===== config.mk =====
export PLATFORM = sky130hd
export DESIGN_NAME = seq_detect_param
export DESIGN_NICKNAME = d
export VERILOG_FILES = /design/src/rtl/seq_detect_param.sv
export SDC_FILE = /design/constraint.sdc
export NUM_CORES = 1
export LEC_CHECK = 0
export BUFFER_PORTS_ARGS = -buffer_cell sky130_fd_sc_hd__buf_2
export CAP_MARGIN = 15
export CELL_PAD_IN_SITES_DETAIL_PLACEMENT = 1
export CELL_PAD_IN_SITES_GLOBAL_PLACEMENT = 2
export CORE_AREA = 8 8 76 78
export DETAILED_ROUTE_END_ITERATION = 7
export DIE_AREA = 0 0 84 86
export HOLD_SLACK_MARGIN = 0.12
export PLACE_DENSITY = 0.76
export SLEW_MARGIN = 20
export SYNTH_ARGS = -nofsm -noshare
export SYNTH_HDL_FRONTEND = slang
export SYNTH_SLANG_ARGS = --single-unit

===== constraint.sdc =====
create_clock -name clk -period 5 [get_ports clk]
set_input_delay 0.25 -clock clk [delete_from_list [all_inputs] [get_ports clk]]
set_output_delay 0.25 -clock clk [all_outputs]
set_load 0.05 [all_outputs]

===== src/rtl/seq_detect_param.sv =====
// seq_detect_param: runtime-programmable serial sequence detector.
//
// Detects a pattern of 1..MAX_LEN bits on a qualified serial input, in overlapping or
// non-overlapping mode. The first-received bit of a pattern is pattern[len-1] and the
// last one is pattern[0].
//
// Optional feature (macro SEQ_DET_CNT_EN):
//   defined   - match_cnt is a saturating match counter, cleared by cnt_clr.
//   undefined - no counter register; match_cnt is tied to 0 and cnt_clr is ignored.
//
// Ports:
//   clk, rst      clock (posedge) and asynchronous active-high reset
//   X, X_valid    serial data bit and its qualifier
//   cfg_load      load cfg_pattern / cfg_len / cfg_overlap this cycle
//   cfg_pattern   right-justified pattern
//   cfg_len       pattern length; 0 or > MAX_LEN is rejected
//   cfg_overlap   1 = overlapping detection, 0 = non-overlapping
//   Y             registered one-cycle match pulse
//   cfg_err       registered one-cycle pulse on a rejected load
//   match_cnt     saturating match count
//   cnt_clr       synchronous clear of match_cnt (wins over a same-cycle match)
module seq_detect_param #(
  parameter int unsigned MAX_LEN     = 8,
  parameter int unsigned LEN_W       = $clog2(MAX_LEN + 1),
  parameter int unsigned CNT_W       = 8,
  parameter logic [MAX_LEN-1:0] DEF_PATTERN = MAX_LEN'('b10110),
  parameter int unsigned DEF_LEN     = 5,
  parameter bit          DEF_OVERLAP = 1'b1
) (
  input  logic               clk,
  input  logic               rst,
  input  logic               X,
  input  logic               X_valid,
  input  logic               cfg_load,
  input  logic [MAX_LEN-1:0] cfg_pattern,
  input  logic [LEN_W-1:0]   cfg_len,
  input  logic               cfg_overlap,
  output logic               Y,
  output logic               cfg_err,
  output logic [CNT_W-1:0]   match_cnt,
  input  logic               cnt_clr
);

  logic [MAX_LEN-1:0] hist_q, hist_d;
  logic [LEN_W-1:0]   fill_q, fill_d;
  logic [MAX_LEN-1:0] pat_q, pat_d;
  logic [LEN_W-1:0]   len_q, len_d;
  logic               ovl_q, ovl_d;
  logic               y_q, err_q;

  logic               cfg_ok, cfg_bad, armed, match;
  logic [LEN_W:0]     fill_p1;
  logic [MAX_LEN-1:0] window, mask;

  assign cfg_ok  = cfg_load && (cfg_len != '0) && ({1'b0, cfg_len} <= (LEN_W + 1)'(MAX_LEN));
  assign cfg_bad = cfg_load && !cfg_ok;

  // ARMED when fill >= len-1; widened by one bit so fill+1 cannot wrap.
  assign fill_p1 = {1'b0, fill_q} + (LEN_W + 1)'(1);
  assign armed   = fill_p1 >= {1'b0, len_q};

  // Newest len bits, X included; the MSB of hist never reaches the comparison.
  assign window = {hist_q[MAX_LEN-2:0], X};
  assign mask   = ~({MAX_LEN{1'b1}} << len_q);
  assign match  = X_valid && !cfg_ok && armed && (((window ^ pat_q) & mask) == '0);

  logic unused_hist_msb;
  assign unused_hist_msb = hist_q[MAX_LEN-1];

  always_comb begin
    hist_d = hist_q;
    fill_d = fill_q;
    pat_d  = pat_q;
    len_d  = len_q;
    ovl_d  = ovl_q;
    if (cfg_ok) begin
      // A good load discards the same-cycle bit and restarts detection.
      pat_d  = cfg_pattern;
      len_d  = cfg_len;
      ovl_d  = cfg_overlap;
      hist_d = '0;
      fill_d = '0;
    end else if (X_valid) begin
      if (match && !ovl_q) begin
        hist_d = '0;
        fill_d = '0;
      end else begin
        hist_d = window;
        if (fill_q < len_q) fill_d = fill_q + LEN_W'(1);
      end
    end
  end

  always_ff @(posedge clk or posedge rst) begin
    if (rst) begin
      hist_q <= '0;
      fill_q <= '0;
      pat_q  <= DEF_PATTERN;
      len_q  <= LEN_W'(DEF_LEN);
      ovl_q  <= DEF_OVERLAP;
      y_q    <= 1'b0;
      err_q  <= 1'b0;
    end else begin
      hist_q <= hist_d;
      fill_q <= fill_d;
      pat_q  <= pat_d;
      len_q  <= len_d;
      ovl_q  <= ovl_d;
      y_q    <= match;
      err_q  <= cfg_bad;
    end
  end

  assign Y       = y_q;
  assign cfg_err = err_q;

`ifdef SEQ_DET_CNT_EN
  logic [CNT_W-1:0] cnt_q, cnt_d;

  always_comb begin
    cnt_d = cnt_q;
    if (cnt_clr)                    cnt_d = '0;
    else if (match && cnt_q != '1)  cnt_d = cnt_q + CNT_W'(1);
  end

  always_ff @(posedge clk or posedge rst) begin
    if (rst) cnt_q <= '0;
    else     cnt_q <= cnt_d;
  end

  assign match_cnt = cnt_q;
`else
  logic unused_cnt_clr;
  assign unused_cnt_clr = cnt_clr;
  assign match_cnt      = '0;
`endif

endmodule


After elaboration in Yosys (flattened, before gate mapping). Index checks and enable logic that the tools add are counted. W data, S select, Z words.

Register bits: 26. Bits of input ports: 19. Word-level logic and storage cells: 37.

$add $sub $neg: 2. Magnitude comparators: 3. Shift-type cells: 1. Multiplexer cells: 7. Bitwise gates (word level): 3. Reductions and logical operators: 14.

Operators by type and width (number): $mux W7 (3); $mux W4 (4); $and A8 B8 Y8 (1); $logic_not A8 Y1 (1); $not A8 Y8 (1); $shl A8 B4 Y8 const A (1); $xor A8 B8 Y8 (1); $logic_and A1 B1 Y1 (7); $add A4 B1 Y5 const B (1); $ge A5 B4 Y1 (1); $add A4 B1 Y4 const B (1); $le A4 B4 Y1 const B (1); $lt A4 B4 Y1 (1); $reduce_bool A4 Y1 (1); $reduce_bool A3 Y1 (1); $logic_not A1 Y1 (2); $reduce_and A2 Y1 (1); $reduce_bool A2 Y1 (1).

Logic depth before layout (Yosys ltp).
Depth in word-level cells: 11. Depth in mapped cells: 9. Mapped depth without buffers: 8.

Worst setup path after synthesis. OpenSTA, ideal clock, no wires.

Path type: reg-to-reg. Start: register fill_q[0]. End: register fill_q[1]. Data arrival time: 1.939 ns. Data required time: 4.874 ns. Setup slack: 2.935 ns. Cell stages (with the launch flop): 9. Period minus slack after synthesis: 2.065 ns. Path through: dfrtp_1 -> ha_1 -> xor2_1 -> ha_1 -> o21ai_0 -> o21ai_1 -> nand4b_2 -> nor3b_4 -> a221o_1.

Cells in the longest elaborated chain, start to end: 8.

RTL lines: start: declaration (line 45) `logic [LEN_W-1:0] fill_q, fill_d;`; start signal: assignment (line 105) `fill_q <= fill_d;`; $add A4 B1 Y5 (line 59) `assign fill_p1 = {1'b0, fill_q} + (LEN_W + 1)'(1);`; $ge A5 B4 Y1 (line 60) `assign armed = fill_p1 >= {1'b0, len_q};`; $logic_and A1 B1 Y1 (2 in series) (line 65) `assign match = X_valid && !cfg_ok && armed && (((window ^ pat_q) & mask) == '0);`; $logic_and A1 B1 Y1 (line 84) `if (match && !ovl_q) begin`; $mux W4 (line 84); $mux W4 (line 83) `end else if (X_valid) begin`; $mux W4 (line 76) `if (cfg_ok) begin`.

Parallel ways exist; a longest one is shown, timed or not. The select of a mux whose other input is x is not followed. A chain may end at the register's enable or synchronous reset.

Worst setup path after layout.
Start: register fill_q[0]. End: register fill_q[3].

The elaborated chain is that of the path after synthesis.

==> metrics.md <==
| Metric | Value |
|---|---|
| Vias | `1052` |
| Comb pwr share | `36.2%` |
| Total core area | `0.00460 mm^2` |
| CP Cell Sequence | `ha_1 > xor2_1 > ha_1 > o21ai_0 > o21ai_1 > nand4b_2 > nor3b_4 > a221o_1` |
| H-tree Lvls | `1` |
| WP buf/inv | `0` |
| TritonCTS clock tree | `built` |
| Commonest non-fill, non-tap cell in the layout | `dfrtp_1` |
| Clk buf depth | `2` |
| Nets | `179` |
| Compound-gate portion of the synthesized area | `between 10 and 15%` |
| Post-Synth XOR/XNOR Area | `6.29%` |
| Clk_lat worst skew | `270 ps` |
| # clock sinks | `26` |
| Clock network fraction of design power | `a little under a quarter` |
| # placed instances | `199` |
| Setup crit start | `fill_q[0]` |
| Final hold violation count | `0` |
| Vias per cell | `a little over 5` |
| RSZ-0062 raised after global routing | `no` |
| Power Dens Cells | `438 mW/mm^2` |
| Worst path max stage delay | `~480 ps` |
| Share of post-route cells with drive strength above 1 | `30.0%` |
| Netlist cell types | `40` |
| Drt wl/cell | `between 15 and 20 um` |
| Final Skew | `8.25 ps` |
| Sequential share of the synthesized area | `42.9%` |
| Synth Area in Simple Gates | `12.2%` |
| Final cycle utilization of the critical path | `47.0%` |
| Hold Crit Class | `in -> reg` |
| Die H | `86 um` |
| TritonCTS Buffers | `3` |
| CP Data Arrival Time | `~2500 ps` |
| Postcts setup bufs | `0` |
| DRC | `0` |
| Placed cell areas | `roughly 0.0016 mm^2` |
| Sequential share of power | `40.8%` |
| Leakage | `0.769 nW` |
| Synth Instances | `about 130` |
| Max Cap Viol | `0` |
| DRT antenna net count | `0` |
| Final Wtd Congestion | `0.821` |
| Die area | `~0.0072 mm^2` |
| Initial antenna violation count | `0` |
| Post-Synth Adder-Cell Area | `7.35%` |
| Core Util, Final | `37.3%` |
| Diodes inserted | `0` |
| CP endpoint kind | `flip-flop` |
| Initial core utilization | `roughly 33%` |
| Router iterations before antenna repair | `3` |
| Worst path slowest cell | `dfrtp_1` |
| Final setup fails | `0` |
| Synthesized cell area | `0.00153 mm^2` |
| Cell area after layout | `0.00172 mm^2` |
| Synth async-reset ratio | `between 90% and 100%` |
| Final non-filler cell total | `204` |
| Synthesis Warnings | `0` |
| Largest net degree at the start of global routing | `27` |
| Worst path most repeated cell | `ha_1` |
| Synthesized flop and latch total | `26` |
| Internal power | `0.491 mW` |
| Setup CP Type | `reg -> reg` |
| CTS root buf | `clkbuf_8` |
| CP Data Required Time | `5160 ps` |
| GRT overflow | `0` |
| Number of global-route vias before repair | `between 1k and 1.5k` |
| Mux cell area share after synthesis | `about a tenth` |
| Largest family of logic cells by synthesized area | `compound AO/OA/AOI/OAI gates` |
| Sw Share | `34.7%` |
| M1 WL | `~1.4 mm` |
| Global-route wire length before repair | `5.74 mm` |
| Tmin final | `2350 ps` |
| Final wirelength | `between 3 and 4 mm` |
| Worst slew margin | `a little under two fifths` |
| Max Clock Freq | `426 MHz` |
| DR iter-0 viols | `22` |
| DIE WIDTH | `between 80 and 90 um` |
| Hold Crit Start | `cfg_pattern[0]` |
| Synthesized area per cell | `about 12 um^2` |
| Post-synth EDFFs | `0` |
| Setup crit start kind | `flip-flop` |
| Number of I/O port buffers | `19` |
| GR Util All Layers | `9.48%` |
| Met3 routed WL | `89 um` |
| Switching power | `around 0.26 mW` |
| Most used DFF post-synth | `dfrtp_1` |
| Most frequent cells in the layout | `dfrtp_1, buf_2, xnor2_1` |
| Peak supply drop | `175 uV` |
| Ports | `29` |
| Met2 WL | `roughly 1.9 mm` |
| Syn-to-layout area delta | `12.0%` |
| Setup TNS | `0 ps` |
| Max Used Layer | `met3` |
| Worst-margin pin slew | `922 ps` |
| FP Rows | `25` |
| Worst R2R Start | `fill_q[0]` |
| Final Max Slew Viols | `0` |
| Crit-path leading delay family | `compound AO/OA/AOI/OAI gates` |
| HPWL Detailed | `2.64 mm` |
| Crit Path Max Fanout | `7` |
| Status | `finished clean` |
| Clock-pin transition on the worst setup and hold timing paths | `around 90 ps` |
-- through the flow --
stage	power (mW)	hold WS, ps	setup slack (ps)
floorplan	0.520	286	2930
global placement	0.565	463	2730
detailed placement	0.585	468	2640
CTS	0.762	184	2640
global route	0.803	192	2520
finish	0.751	192	2650
-- power groups by stage --
| stage | registers [mW] | clock network [mW] | logic (mW) |
|---|---|---|---|
| 2_1_floorplan | 0.296 | 0 | 0.224 |
| 3_3_place_gp | 0.307 | 0 | 0.258 |
| 3_5_place_dp | 0.311 | 0 | 0.274 |
| 4_1_cts | 0.306 | 0.179 | 0.277 |
| 5_1_grt | 0.312 | 0.189 | 0.302 |
| 6_report | 0.306 | 0.173 | 0.272 |
-- layer usage --
| layer | up-vias | track usage (%) |
|---|---|---|
| met5 | - | 0 |
| met4 | 0 | 1.41 |
| met3 | 0 | 2.18 |
| met2 | 12 | 17.9 |
| met1 | 544 | 10.7 |
| li1 | 496 | - |
-- cells in the mapped netlist (2+ instances only) --
library cell / count / area share (%)
dfrtp_1: 20 / 33
xnor2_1: 10 / 5.7
ha_1: 9 / 7.3
buf_4: 8 / 3.9
a22o_1: 7 / 4.0
mux2_1: 7 / 5.1
a21oi_1: 6 / 2.0
dfstp_2: 6 / 10
inv_1: 6 / 1.5
mux2_2: 5 / 3.7
a221o_1: 3 / 2.0
buf_2: 3 / 0.98
nor2_1: 3 / 0.73
o21ai_1: 3 / 0.98
a211oi_1: 2 / 0.98
a31oi_1: 2 / 0.82
and4_2: 2 / 1.3
nand2_1: 2 / 0.49
nand2_2: 2 / 0.82
nand2b_1: 2 / 0.82
nor3_1: 2 / 0.65
o21ai_0: 2 / 0.65
o22ai_1: 2 / 0.82
-- registers in the layout (all words and copies together) (netlist names) --
signal	count
fill_q	4
ovl_q	1
pat_q	8
cfg_err	1
len_q	4
Y	1
hist_q	7
-- logic make-up after synthesis --
family / count (synthesis)
AOI/OAI and AO/OA: 30
DFF: 26
and+or+nand+nor: 23
buffers and inverters: 18
muxes: 13
xor gates and xnor gates: 11
adders and majority gates: 9
other: 1
-- final timing paths --
| kind | end | slack [ps] | depth (start not counted) |
|---|---|---|---|
| worst max-delay path | fill_q[3] | 2650 | 8 |
| worst min-delay path | pat_q[0] | 190 | 2 |
| worst max register to register | fill_q[3] | 2650 | 8 |
| worst min register to register | pat_q[7] | 520 | 1 |
| max in group asynchronous | hist_q[0] | 3970 | 3 |
| min in group asynchronous | hist_q[3] | 600 | 3 |
-- area by class of cell --
cell class / count / area [um^2]
inverters: 6 / 22.5
well taps: 54 / 67.6
multi-input cells: 94 / 792
repair buffers: 20 / 105
flip-flops and latches: 26 / 658
clock inverters: 1 / 30.0
fillers: 518 / 2880
clock buffers: 3 / 41.3
-- repair_timing --
action | CTS | global route
hold buffers | 0 | 1
hold endpoints to repair | 0 | 16
resized for setup | 0 | 0
Note: power is estimated with default switching activity, not from simulation.
